File: src/rtl/clk_div_monitor.sv
// Receiving-end checker for a divided clock: synchronises slow_in, strobes its edges,
// measures each half-period in clk cycles and tracks lock / loss against EXP_HALF.
module clk_div_monitor #(
  parameter int SYNC_STAGES = 2,
  parameter int CNT_W       = 16,
  parameter int EXP_HALF    = 400,
  parameter int TOL         = 4,
  parameter int LOCK_N      = 4,
  parameter int TIMEOUT     = 1024
) (
  input  logic             clk,
  input  logic             resetn,
  input  logic             slow_in,
  output logic             rise_pulse,
  output logic             fall_pulse,
  output logic [CNT_W-1:0] half_period,
  output logic             period_valid,
  output logic             locked,
  output logic             lost,
  output logic [7:0]       err_count
);

  localparam int GC_W = $clog2(LOCK_N + 1);

  localparam logic [1:0] S_SEEK   = 2'd0;
  localparam logic [1:0] S_TRACK  = 2'd1;
  localparam logic [1:0] S_LOCKED = 2'd2;
  localparam logic [1:0] S_LOST   = 2'd3;

  localparam logic [CNT_W-1:0] HALF_LO     = CNT_W'(EXP_HALF - TOL);
  localparam logic [CNT_W-1:0] HALF_HI     = CNT_W'(EXP_HALF + TOL);
  localparam logic [CNT_W-1:0] TIMEOUT_CNT = CNT_W'(TIMEOUT);
  localparam logic [GC_W-1:0]  GC_LAST     = GC_W'(LOCK_N - 1);

  logic [SYNC_STAGES-1:0] sync_reg;
  logic                   prev_reg;
  logic [CNT_W-1:0]       cnt_reg;
  logic [1:0]             state_reg;
  logic [1:0]             state_next;
  logic [GC_W-1:0]        good_cnt_reg;
  logic [GC_W-1:0]        good_cnt_next;
  logic [7:0]             err_count_next;

  logic s_sync;
  logic rise_det;
  logic fall_det;
  logic edge_det;
  logic good;
  logic timeout;
  logic measuring;

  assign s_sync    = sync_reg[SYNC_STAGES-1];
  assign rise_det  = s_sync & ~prev_reg;
  assign fall_det  = ~s_sync & prev_reg;
  assign edge_det  = rise_det | fall_det;
  assign good      = (cnt_reg >= HALF_LO) && (cnt_reg <= HALF_HI);
  // An edge landing on the timeout cycle takes priority over declaring loss.
  assign timeout   = !edge_det && (cnt_reg == TIMEOUT_CNT);
  assign measuring = edge_det && ((state_reg == S_TRACK) || (state_reg == S_LOCKED));

  always_ff @(posedge clk or negedge resetn) begin
    if (!resetn) begin
      sync_reg <= '0;
      prev_reg <= 1'b0;
    end else begin
      sync_reg <= {sync_reg[SYNC_STAGES-2:0], slow_in};
      prev_reg <= s_sync;
    end
  end

  // Edge-to-edge interval; the value seen on an edge cycle is the elapsed clk count.
  always_ff @(posedge clk or negedge resetn) begin
    if (!resetn) begin
      cnt_reg <= '0;
    end else if (edge_det) begin
      cnt_reg <= {{(CNT_W-1){1'b0}}, 1'b1};
    end else if (cnt_reg != {CNT_W{1'b1}}) begin
      cnt_reg <= cnt_reg + 1'b1;
    end
  end

  always_comb begin
    state_next     = state_reg;
    good_cnt_next  = good_cnt_reg;
    err_count_next = err_count;
    case (state_reg)
      S_SEEK, S_LOST: begin
        if (edge_det) begin
          state_next    = S_TRACK;
          good_cnt_next = '0;
        end
      end
      S_TRACK: begin
        if (edge_det) begin
          if (!good) begin
            good_cnt_next = '0;
          end else if (good_cnt_reg == GC_LAST) begin
            state_next    = S_LOCKED;
            good_cnt_next = '0;
          end else begin
            good_cnt_next = good_cnt_reg + 1'b1;
          end
        end else if (timeout) begin
          state_next = S_LOST;
        end
      end
      default: begin
        if (edge_det) begin
          if (!good) begin
            state_next    = S_TRACK;
            good_cnt_next = '0;
            if (err_count != 8'hFF) begin
              err_count_next = err_count + 8'd1;
            end
          end
        end else if (timeout) begin
          state_next = S_LOST;
        end
      end
    endcase
  end

  always_ff @(posedge clk or negedge resetn) begin
    if (!resetn) begin
      state_reg    <= S_SEEK;
      good_cnt_reg <= '0;
      err_count    <= 8'd0;
    end else begin
      state_reg    <= state_next;
      good_cnt_reg <= good_cnt_next;
      err_count    <= err_count_next;
    end
  end

  always_ff @(posedge clk or negedge resetn) begin
    if (!resetn) begin
      rise_pulse   <= 1'b0;
      fall_pulse   <= 1'b0;
      period_valid <= 1'b0;
      half_period  <= '0;
      locked       <= 1'b0;
      lost         <= 1'b0;
    end else begin
      rise_pulse   <= rise_det;
      fall_pulse   <= fall_det;
      period_valid <= measuring;
      if (measuring) begin
        half_period <= cnt_reg;
      end
      locked       <= (state_next == S_LOCKED);
      lost         <= (state_next == S_LOST);
    end
  end

endmodule

File: config.mk
export PLATFORM = sky130hd
export DESIGN_NAME = clk_div_monitor
export DESIGN_NICKNAME = d
export VERILOG_FILES = /design/src/rtl/clk_div_monitor.sv
export SDC_FILE = /design/constraint.sdc
export NUM_CORES = 1
export LEC_CHECK = 0
export BUFFER_PORTS_ARGS = -buffer_cell sky130_fd_sc_hd__buf_4
export CAP_MARGIN = 0
export CORE_ASPECT_RATIO = 0.7
export CORE_MARGIN = 2
export CORE_UTILIZATION = 57
export CTS_CLUSTER_DIAMETER = 200
export DETAILED_ROUTE_END_ITERATION = 10
export GPL_TIMING_DRIVEN = 0
export PLACE_DENSITY_LB_ADDON = 0.15
export SLEW_MARGIN = 20
export SYNTH_ARGS = -nofsm -noshare
export SYNTH_HDL_FRONTEND = slang
export SYNTH_SLANG_ARGS = --single-unit
File: constraint.sdc
create_clock -name clk -period 2.5 [get_ports clk]
set_input_delay 0.5 -clock clk [delete_from_list [all_inputs] [get_ports clk]]
set_output_delay 0.5 -clock clk [all_outputs]
set_load 0.005 [all_outputs]
=== Yosys cells after proc, flatten, opt, wreduce, memory -nomap -nowiden ===
Index checks and enable logic that the tools add are counted.

* Add/sub/neg operators: 3
* $lt $le $gt $ge: 2
* Equal/unequal tests: 10
* Mux-type cells: 17
* Bitwise operators: 7
* Reductions and logical operators: 11

{| class="wikitable"
|+ Operator list
! kind !! count
|-
| 16-bit two-way mux || 2
|-
| 3-bit two-way mux || 6
|-
| 16-bit by 1-bit adder with 16-bit output (second input constant) || 1
|-
| 16-bit by 11-bit equality test with 1-bit output (second input constant) || 1
|-
| 16-bit by 9-bit >= comparator with 1-bit output (second input constant) || 1
|-
| 16-bit by 9-bit <= comparator with 1-bit output (second input constant) || 1
|-
| 16-bit inequality test (second input constant) || 1
|-
| 2-bit two-way mux || 7
|-
| 8-bit by 1-bit adder with 8-bit output (second input constant) || 1
|-
| 2-bit equality test (second input constant) || 4
|-
| 8-bit inequality test (second input constant) || 1
|-
| 3-bit case mux with 2 select lines || 1
|-
| 1-bit inverter || 4
|-
| 2-bit case mux with 2 select lines || 1
|-
| 4-bit AND reduction || 1
|-
| 3-bit by 1-bit adder with 3-bit output (second input constant) || 1
|-
| 3-bit by 2-bit equality test with 1-bit output (second input constant) || 1
|-
| 1-bit logical AND || 3
|-
| 3-bit by 1-bit inequality test with 1-bit output (second input constant) || 1
|-
| 3-bit OR reduction || 1
|-
| 1-bit bitwise AND || 2
|-
| 2-bit by 1-bit equality test with 1-bit output (second input constant) || 1
|-
| 2-bit logical NOT || 1
|-
| 2-bit AND reduction || 1
|-
| other kinds (5) || 5
|}

* Register bits: 53
* Bits of input ports: 3
* Output and inout port bits: 29
* Logic and storage cells: 62

=== Logic depth before layout (Yosys ltp) ===
Gate-level depths: netlist of run 1.

* Word-level depth: 9
* Gate-level depth with buffers: 8
* Depth with buffers taken out: 7

=== Worst setup path after synthesis of run 1 ===
OpenSTA, ideal clock, no wires.

* Path kind: flip-flop to flip-flop
* From: register sync_reg[1]
* To: register half_period[1]
* Setup time: 125 ps
* Data arrival time: 1952 ps
* Data required time: 2375 ps
* Slack: 423 ps
* Cell stages (with the launch flop): 7
* Path buffers: 2
* Period minus slack after synthesis: 2077 ps
* Cells stage by stage: dfrtp_1 > inv_1 > ha_1 > clkbuf_1 > nor2_1 > clkbuf_1 > mux2_2

* Word-level cells in the longest chain between the ends: 4

{| class="wikitable"
|+ RTL lines
! item !! line !! RTL
|-
| start, declared || 35 || <nowiki>logic [SYNC_STAGES-1:0] sync_reg;</nowiki>
|-
| start signal, assigned || 66 || <nowiki>sync_reg <= {sync_reg[SYNC_STAGES-2:0], slow_in};</nowiki>
|-
| 1-bit inverter || 54 || <nowiki>assign fall_det = ~s_sync & prev_reg;</nowiki>
|-
| 1-bit bitwise AND || 54 ||
|-
| 1-bit OR (*) || 55 || <nowiki>assign edge_det = rise_det | fall_det;</nowiki>
|-
| 1-bit logical AND (*) || 59 || <nowiki>assign measuring = edge_det && ((state_reg == S_TRACK) || (state_reg == S_LOCKED));</nowiki>
|-
| via measuring || 50 || <nowiki>logic measuring;</nowiki>
|-
| end signal, assigned || 148 || <nowiki>half_period <= cnt_reg;</nowiki>
|-
| end, declared || 16 || <nowiki>output logic [CNT_W-1:0] half_period,</nowiki>
|}

The timed path passes the listed nets; every way through them passes the cells marked *.
A chain may end at the register's enable or synchronous reset.

=== Worst setup path after layout of run 1 ===
* From: register sync_reg[1]
* To: register lost

* Word-level cells in the longest chain between the ends: 9

{| class="wikitable"
|+ RTL lines
! item !! line !! RTL
|-
| 1-bit inverter || 54 ||
|-
| 1-bit bitwise AND || 54 ||
|-
| 1-bit OR (*) || 55 ||
|-
| 1-bit logical NOT || 58 || <nowiki>assign timeout = !edge_det && (cnt_reg == TIMEOUT_CNT);</nowiki>
|-
| 1-bit logical AND || 58 ||
|-
| 2-bit two-way mux || 103, 116 ||
|-
| 2-bit two-way mux, on equally long branches || 108, 94 ||
|-
| 2-bit case mux with 2 select lines (*) || 86 || <nowiki>case (state_reg)</nowiki>
|-
| 2-bit equality test (*) || 151 || <nowiki>lost <= (state_next == S_LOST);</nowiki>
|-
| end signal, assigned || 151 ||
|-
| end, declared || 19 || <nowiki>output logic lost,</nowiki>
|}

Mark *: on every way between the ends. The rest lies on a longest branch, timed or not.

==> qor.txt, run 1 <==
Routed WL -> 4700 um
IO Port Bufs -> 31
sequential power share -> 54.3%
CTS tree -> yes
Post-Syn Area -> 2560 um2
CP startpoint -> sync_reg[1]
Total GRT Usage -> 20.5%
Max Cap Viol -> 0
vias in the first global route -> 1653
count of cell types in the netlist -> 46
Top Family by Delay on Critical Path -> buffers and inverters
CP Buf/Inv Count -> 3
register area share after synthesis -> 51.8%
Avg Synthesized Cell Area -> 11.3 um2
first-pass GRT wire length -> 7870 um
Final nets -> 276
DR WL/cell -> 14.7 um
# rows -> 20
Largest stage delay, worst path -> 380 ps
Synth area leader -> dfrtp_1
Synth Area in Simple Gates -> 19.8%
Least-Margin Pin Slew -> 641 ps
sw frac -> 27.9%
P_int -> 1250 uW
Critical path destination -> lost
GP Congestion -> 0.828
largest net degree at the start of global routing -> 54
fin crit share -> 91.3%
worst hold margin -> 224 ps
Mapped Cells -> 226
Worst Clk Skew -> 4.75 ps
# IOs -> 32
synth warn -> 0
DR vias -> 1796
clk sink count -> 53
ranking of synthesized cells by area -> dfrtp_1 52%, mux2_2 7.0%, ha_1 4.4%, xor2_1 4.1%, nor2_1 3.1%
die area -> 5050 um2
Cell Chain, Critical Path -> inv_1 -> ha_1 -> clkbuf_1 -> clkinvlp_4 -> o21ai_1 -> o2bb2ai_1 -> o211ai_2 -> and3b_1
clock power share -> 26.2%
FF-to-FF path depth -> 8
Area after DPL -> 2860 um2
CTS Hold Bufs -> 0
r2r setup slk -> 220 ps
Critical Path Sink Type -> flop
DRC violations left -> 0
drt first pass iters -> 4
synthesis-stage register bit count -> 53
Worst-Skew Late Latency -> 300 ps
status -> completed
leakage -> 0.00143 uW
worst path arrival time -> 2480 ps
Post-synth ARST share -> 100%
pwr/cell area -> 590 nW/um2
switching pwr -> 486 uW
post-synthesis adder-cell area fraction -> 4.40%
crit path launch type -> flop
Core ar. -> 4330 um2
post-synthesis mux area share -> 8.46%
Clock Path Buffers -> 2
clock slew at reported path FFs -> 90 ps
complex-gate fraction of the synthesized area -> 7.04%
post-route ant nets -> 0
Critical Path Stages -> 8
antenna violations before repair -> 0
fin area -> 2950 um2
Slew HR -> 57.3%
most frequent cells in the layout -> 53 x dfrtp_1, 31 x buf_4, 20 x nor2_1
final max-slew violation count -> 0
fin util -> 68.2%
worst hold path type -> in -> async
Layout area overhead -> 15.3%
Hold Violations, Final -> 0
grt total ovfl -> 0
Ant. Diodes -> 0
Synth Area in XOR/XNOR -> 5.82%
Starting Density -> 59.1%
Post-CTS Setup Inserts -> 0
Vias/cell -> 5.61
First DRT Iteration DRCs -> 111
Num CTS Buffers -> 5
top cell type's share of synthesized area -> 51.8%
CP max-delay cell -> dfrtp_1
Root Driver -> clkbuf_8
H-tree Lvls -> 2
most common cell after layout, fill and taps aside -> dfrtp_1
EDFF count, synth -> 0
# setup viols final -> 0
RSZ-0062 raised after global routing -> no
hpwl dp -> 3420 um
fin worst setup slack -> 217 ps
Setup WS pre-CTS -> -58.7 ps
syn nets -> 238
Required @ worst endpoint -> 2700 ps
Die X -> 84.1 um
worst flop-to-flop path startpoint -> sync_reg[1]
part of the power in combinational logic -> 19.5%
largest family of logic cells by synthesized area -> simple AND/OR/NAND/NOR gates
crit path time final -> 2280 ps
top fanout value on the critical path -> 9
prevailing post-synth register cell -> dfrtp_1
share of cells above drive strength 1 -> 27.5%
critical path class -> reg -> reg
reg2reg end -> lost
peak supply drop -> 387 uV
Fillers -> 349
Die Ht -> 60.1 um
f_max -> 0.438 GHz
==> worst reg2reg max path, delay by kind of cell, from the launching register on <==
family | cells | cell delay [ps]
buffers and inverters | 3 | 780
AO/OA/AOI/OAI | 3 | 590
flip-flops | 1 | 380
adder cells (fa/ha/maj) | 1 | 260
AND/OR/NAND/NOR | 1 | 180
==> power by group through the flow <==
stage	clock network, uW	registers, uW	logic, uW
floorplan	0	959	219
global placement	0	962	327
detailed placement	0	962	335
CTS	472	945	341
global route	505	955	377
finish	457	945	339
==> worst min-delay path by stage <==
stage | startpoint | end | cells after the start
2_1_floorplan | resetn | cnt_reg[0] | 0
4_1_cts | resetn | half_period[13] | 1
5_1_grt | resetn | cnt_reg[11] | 1
3_5_place_dp | sync_reg[0] | sync_reg[1] | 0
3_3_place_gp | sync_reg[0] | sync_reg[1] | 0
6_report | resetn | cnt_reg[11] | 1
==> logic make-up (layout without fill, tap and decap cells) <==
group	after synthesis	in the layout
multiplexers	19	19
AO/OA/AOI/OAI	20	20
XOR/XNOR	17	17
flip-flops	53	53
AND/OR/NAND/NOR	90	90
adder cells (fa/ha/maj)	9	9
buffers and inverters	18	57
==> per-stage QoR <==
step / total power, uW / setup TNS, ps / std cells
4_1_cts: 1760 / 0 / 320
3_3_place_gp: 1290 / -123 / 312
6_report: 1740 / 0 / 320
5_1_grt: 1840 / 0 / 320
2_1_floorplan: 1180 / 0 / 226
3_5_place_dp: 1300 / -384 / 312
==> per-layer routing <==
layer / track usage [%] / up-vias / share of wire, %
li1: - / 879 / -
met1: 30.3 / 876 / 52
met2: 30.4 / 32 / 43
met3: 4.42 / 9 / 3.7
met4: 6.91 / 0 / 1.6
met5: 0 / - / 0
==> synth_stat cells (2+ instances only) <==
cell type and count:
a211oi_1 2, a21oi_1 2, a31oi_1 2, and3_2 3, and3b_1 2, and4_1 4
clkbuf_1 7, dfrtp_1 53, ha_1 9, inv_1 9, mux2_2 16, nand2_1 9
nand2b_1 2, nand3_1 15, nand4_1 7, nor2_1 21, nor2b_1 3, nor3_1 9
nor4_1 4, o211ai_4 2, o21ai_0 4, or4_4 2, xnor2_1 5, xor2_1 12
==> layout make-up <==
type | count | area (um2) | share of cell area, %
plain buffers | 8 | 31.3 | 1.06
clock buffers | 6 | 72.6 | 2.46
clock inverters | 2 | 10.0 | 0.339
inverters | 10 | 41.3 | 1.40
multi-input cells | 155 | 1170 | 39.6
flip-flops and latches | 53 | 1330 | 45.0
well taps | 55 | 68.8 | 2.33
repair buffers | 31 | 233 | 7.89
==> what timing repair did <==
| action | CTS | global route |
|---|---|---|
| endpoints found under the setup margin | 9 | 7 |
| gates cloned | 0 | 0 |
| resized for setup | 1 | 4 |
| hold endpoints to repair | 0 | 0 |
No activity file was read; power rests on OpenSTA's default activity.
==> inputs of run 2 (changes only) <==
CORE_ASPECT_RATIO = 1.4   (was 0.7)
CORE_UTILIZATION = 60   (was 57)
clock period = 2.85 ns   (was 2.5 ns; I/O delays follow)
==> qor.txt, run 2 (synthesized netlist as in run 1, its figures left out) <==
RSZ-0062 raised after global routing -> no
area of the multi-input gates -> 1160 um2
DRC violations left -> 0
clk sink count -> 53
largest net degree at the start of global routing -> 54
first-pass GRT wire length -> 7740 um
Core ar. -> 4170 um2
First DRT Iteration DRCs -> 106
Post-CTS Resized -> 0
Largest stage delay, worst path -> 690 ps
Starting Density -> 61.4%
Ant. Diodes -> 0
clock slew at reported path FFs -> 90 ps
Area after DPL -> 2850 um2
Cell Chain, Critical Path -> inv_1 -> ha_1 -> clkbuf_1 -> nor2_1 -> clkbuf_1 -> mux2_2
top fanout value on the critical path -> 10
Final nets -> 276
vias in the first global route -> 1766
antenna violations before repair -> 0
most common cell after layout, fill and taps aside -> dfrtp_1
setup_tns -> 0 ps
peak supply drop -> 393 uV
Max Cap Viol -> 0
Fillers -> 336
placed insts -> 302
worst path arrival time -> 2790 ps
Clock Path Buffers -> 2
# rows -> 28
Num CTS Buffers -> 5
WL met2 -> 2300 um
critical path class -> reg -> reg
sw frac -> 26.9%
Layout area overhead -> 15.4%
max layer used -> met4
most frequent cells in the layout -> 53 x dfrtp_1, 31 x buf_4, 21 x nor2_1
pwr/cell area -> 548 nW/um2
final max-slew violation count -> 0
M1 wire length -> 2090 um
# setup viols final -> 0
FF/Latch Area -> 1330 um2
crit path launch type -> flop
drt first pass iters -> 4
part of the power in combinational logic -> 18.2%
fin area -> 2950 um2
Critical Path Sink Type -> flop
Least-Margin Pin Slew -> 818 ps
Worst-Skew Late Latency -> 310 ps
leakage -> 0.00143 uW
DR WL/cell -> 15.0 um
Post-CTS Setup Inserts -> 0
total power -> 1620 uW
DR vias -> 1819
share of cells above drive strength 1 -> 26.5%
GP Congestion -> 0.848
Vias/cell -> 5.89
IO Port Bufs -> 31
switching pwr -> 434 uW
fin crit share -> 91.1%
# IOs -> 32
CP max-delay cell -> nor2_1
CP Buf/Inv Count -> 3
met3 wire len -> 146 um
grt total ovfl -> 0
H-tree Lvls -> 2
worst hold path type -> in -> async
Routed WL -> 4640 um
CTS tree -> yes
Die X -> 59.2 um
f_max -> 0.385 GHz
Top Family by Delay on Critical Path -> buffers and inverters
clock power share -> 30.5%
post-route ant nets -> 0
Root Driver -> clkbuf_8
status -> completed
Worst Clk Skew -> 6.26 ps
hpwl dp -> 3210 um
die area -> 4810 um2
Slew HR -> 45.2%
Total GRT Usage -> 21.1%
sequential power share -> 51.3%
crit path time final -> 2600 ps
Required @ worst endpoint -> 3040 ps
Hold Violations, Final -> 0
P_int -> 1180 uW
CTS Hold Bufs -> 0
Die Ht -> 81.3 um
final std cells w/o fill -> 309
worst hold margin -> 284 ps
cell mode on critical path -> clkbuf_1
## run 2: metal layers
metal  track usage (%)  up-vias
met5                 0        -
li1                  -      876
met2              34.2       37
met4              11.6        0
met1              26.2      898
met3              3.98        8
## run 2: power groups by stage
stage,Sequential [uW],Combinational (uW),Clock [uW]
after floorplan,841,192,0
after detailed placement,845,296,0
after CTS,830,298,503
after global routing,836,327,524
after global placement,843,289,0
final,830,295,493
## run 2: layout make-up
cell class              instances  share of cell area, %
well taps                      45                   1.91
multi-input cells             155                   39.5
flip-flops and latches         53                   44.9
clock buffers                   5                   2.33
inverters                      10                   1.27
repair buffers                 31                   7.88
plain buffers                   8                   1.02
clock inverters                 2                   1.19
## run 2: metrics by stage
stage	utilization, %	setup WS (ps)
CTS	70.8	219
floorplan	-	773
global placement	68.3	288
detailed placement	68.3	239
finish	70.8	253
global route	70.8	65.4
## run 2: worst register-to-register path, stage by stage, from the launching register on
cell      delay [ps]
dfrtp_1          380
inv_1             50
ha_1             270
clkbuf_1         210
nor2_1           690
clkbuf_1         490
mux2_2           400
## run 2: worst paths after layout
kind	to	slack (ps)	depth (start not counted)	startpoint
worst max-delay path	half_period[4]	250	6	sync_reg[1]
worst min-delay path	lost	280	1	resetn
worst max register to register	half_period[4]	250	6	sync_reg[1]
worst min register to register	sync_reg[1]	360	0	sync_reg[0]
max in group asynchronous	half_period[5]	2140	1	resetn
min in group clk	sync_reg[1]	360	0	sync_reg[0]
==> inputs of run 3 (changes only) <==
CELL_PAD_IN_SITES_DETAIL_PLACEMENT = 2   (was default)
CELL_PAD_IN_SITES_GLOBAL_PLACEMENT = 2   (was default)
CORE_UTILIZATION = 41   (was 60)
==> qor.txt, run 3 (synthesized netlist as in run 1, its figures left out) <==
die area -> 6900 um2
Clock Path Buffers -> 2
Num CTS Buffers -> 5
placed insts -> 329
crit path time final -> 2650 ps
Worst-Skew Late Latency -> 300 ps
top fanout value on the critical path -> 9
Post-CTS Setup Inserts -> 0
Layout area overhead -> 16.7%
share of cells above drive strength 1 -> 27.2%
GP Congestion -> 0.756
hpwl dp -> 4450 um
Hold Violations, Final -> 0
first-pass GRT wire length -> 10600 um
fin area -> 2990 um2
Final nets -> 276
# setup viols final -> 0
grt total ovfl -> 0
Area after DPL -> 2880 um2
vias in the first global route -> 2108
IO Port Bufs -> 31
Max Cap Viol -> 0
clock slew at reported path FFs -> 100 ps
Starting Density -> 41.8%
Root Driver -> clkbuf_8
status -> completed
pwr/cell area -> 539 nW/um2
critical path class -> reg -> reg
Least-Margin Pin Slew -> 680 ps
Required @ worst endpoint -> 3050 ps
Cell Chain, Critical Path -> inv_1 -> ha_1 -> clkbuf_1 -> clkinv_1 -> o21ai_0 -> o2bb2ai_1 -> o211ai_2 -> and3b_1
fin util -> 48.7%
DRC violations left -> 0
Die Ht -> 97.5 um
Critical Path Sink Type -> flop
final max-slew violation count -> 0
area of the multi-input gates -> 1170 um2
Core ar. -> 6130 um2
RSZ-0062 raised after global routing -> no
post-route ant nets -> 0
antenna violations before repair -> 0
Die X -> 70.8 um
leakage -> 0.00144 uW
H-tree Lvls -> 2
drt first pass iters -> 4
CTS tree -> yes
Vias/cell -> 5.57
Ant. Diodes -> 0
Largest stage delay, worst path -> 500 ps
Routed WL -> 6210 um
DR vias -> 1878
clk sink count -> 53
worst path arrival time -> 2860 ps
FF/Latch Area -> 1330 um2
most common cell after layout, fill and taps aside -> dfrtp_1
Total GRT Usage -> 19.2%
total power -> 1610 uW
largest net degree at the start of global routing -> 54
final std cells w/o fill -> 337
Fillers -> 643
# IOs -> 32
DR WL/cell -> 18.4 um
setup_tns -> 0 ps
Slew HR -> 54.7%
First DRT Iteration DRCs -> 51
Worst Clk Skew -> 8.61 ps
crit path launch type -> flop
most frequent cells in the layout -> 53 x dfrtp_1, 31 x buf_4, 20 x nor2_1
f_max -> 0.377 GHz
fin crit share -> 93.1%
CP max-delay cell -> o21ai_0
peak supply drop -> 363 uV
worst hold path type -> in -> async
# rows -> 34
[run 3: path summary, 6_finish.rpt]
kind,from,endpoint,slack [ps],cells past startpoint
hold reg to reg,sync_reg[0],sync_reg[1],370,0
max in group asynchronous,resetn,cnt_reg[10],2090,1
min in group clk,slow_in,sync_reg[0],370,1
setup reg to reg,sync_reg[1],lost,200,8
hold / removal,resetn,state_reg[1],280,1
setup / recovery,sync_reg[1],lost,200,8
[run 3: repair_timing]
item | CTS | global route
hold buffers | 0 | 0
resized for setup | 0 | 1
setup endpoints to repair | 0 | 9
[run 3: worst max-delay path: cells and delay by family, from the launching register on]
kind / cells / cell delay, ps
buffers and inverters: 3 / 860
AO/OA/AOI/OAI: 3 / 850
flip-flops: 1 / 390
adder cells (fa/ha/maj): 1 / 270
AND/OR/NAND/NOR: 1 / 180
[run 3: routing by layer]
metal	GRT usage, %	wire [um]	vias to the layer above
met5	0	0	-
met4	4.35	58	0
met3	2.80	117	5
met2	34.6	3430	22
met1	24.0	2610	981
li1	-	-	870
[run 3: power by group]
part	internal (uW)	switching (uW)
logic	131	182
registers	798	34.7
clock network	220	244
[run 3: cell type report]
| cell class | count | share of cell area (%) |
|---|---|---|
| flip-flops and latches | 53 | 44.4 |
| multi-input cells | 155 | 39.1 |
| repair buffers | 31 | 7.80 |
| clock buffers | 7 | 3.23 |
| well taps | 72 | 3.02 |
| inverters | 10 | 1.26 |
| plain buffers | 8 | 1.01 |
| clock inverters | 1 | 0.168 |
[run 3: per-stage QoR]
stage                     setup slack (ps)  hold WS (ps)
after floorplan                        773           274
after global placement                 183           335
after detailed placement              84.3           352
after CTS                             67.2           321
after global routing                  73.1           340
final                                  197           281
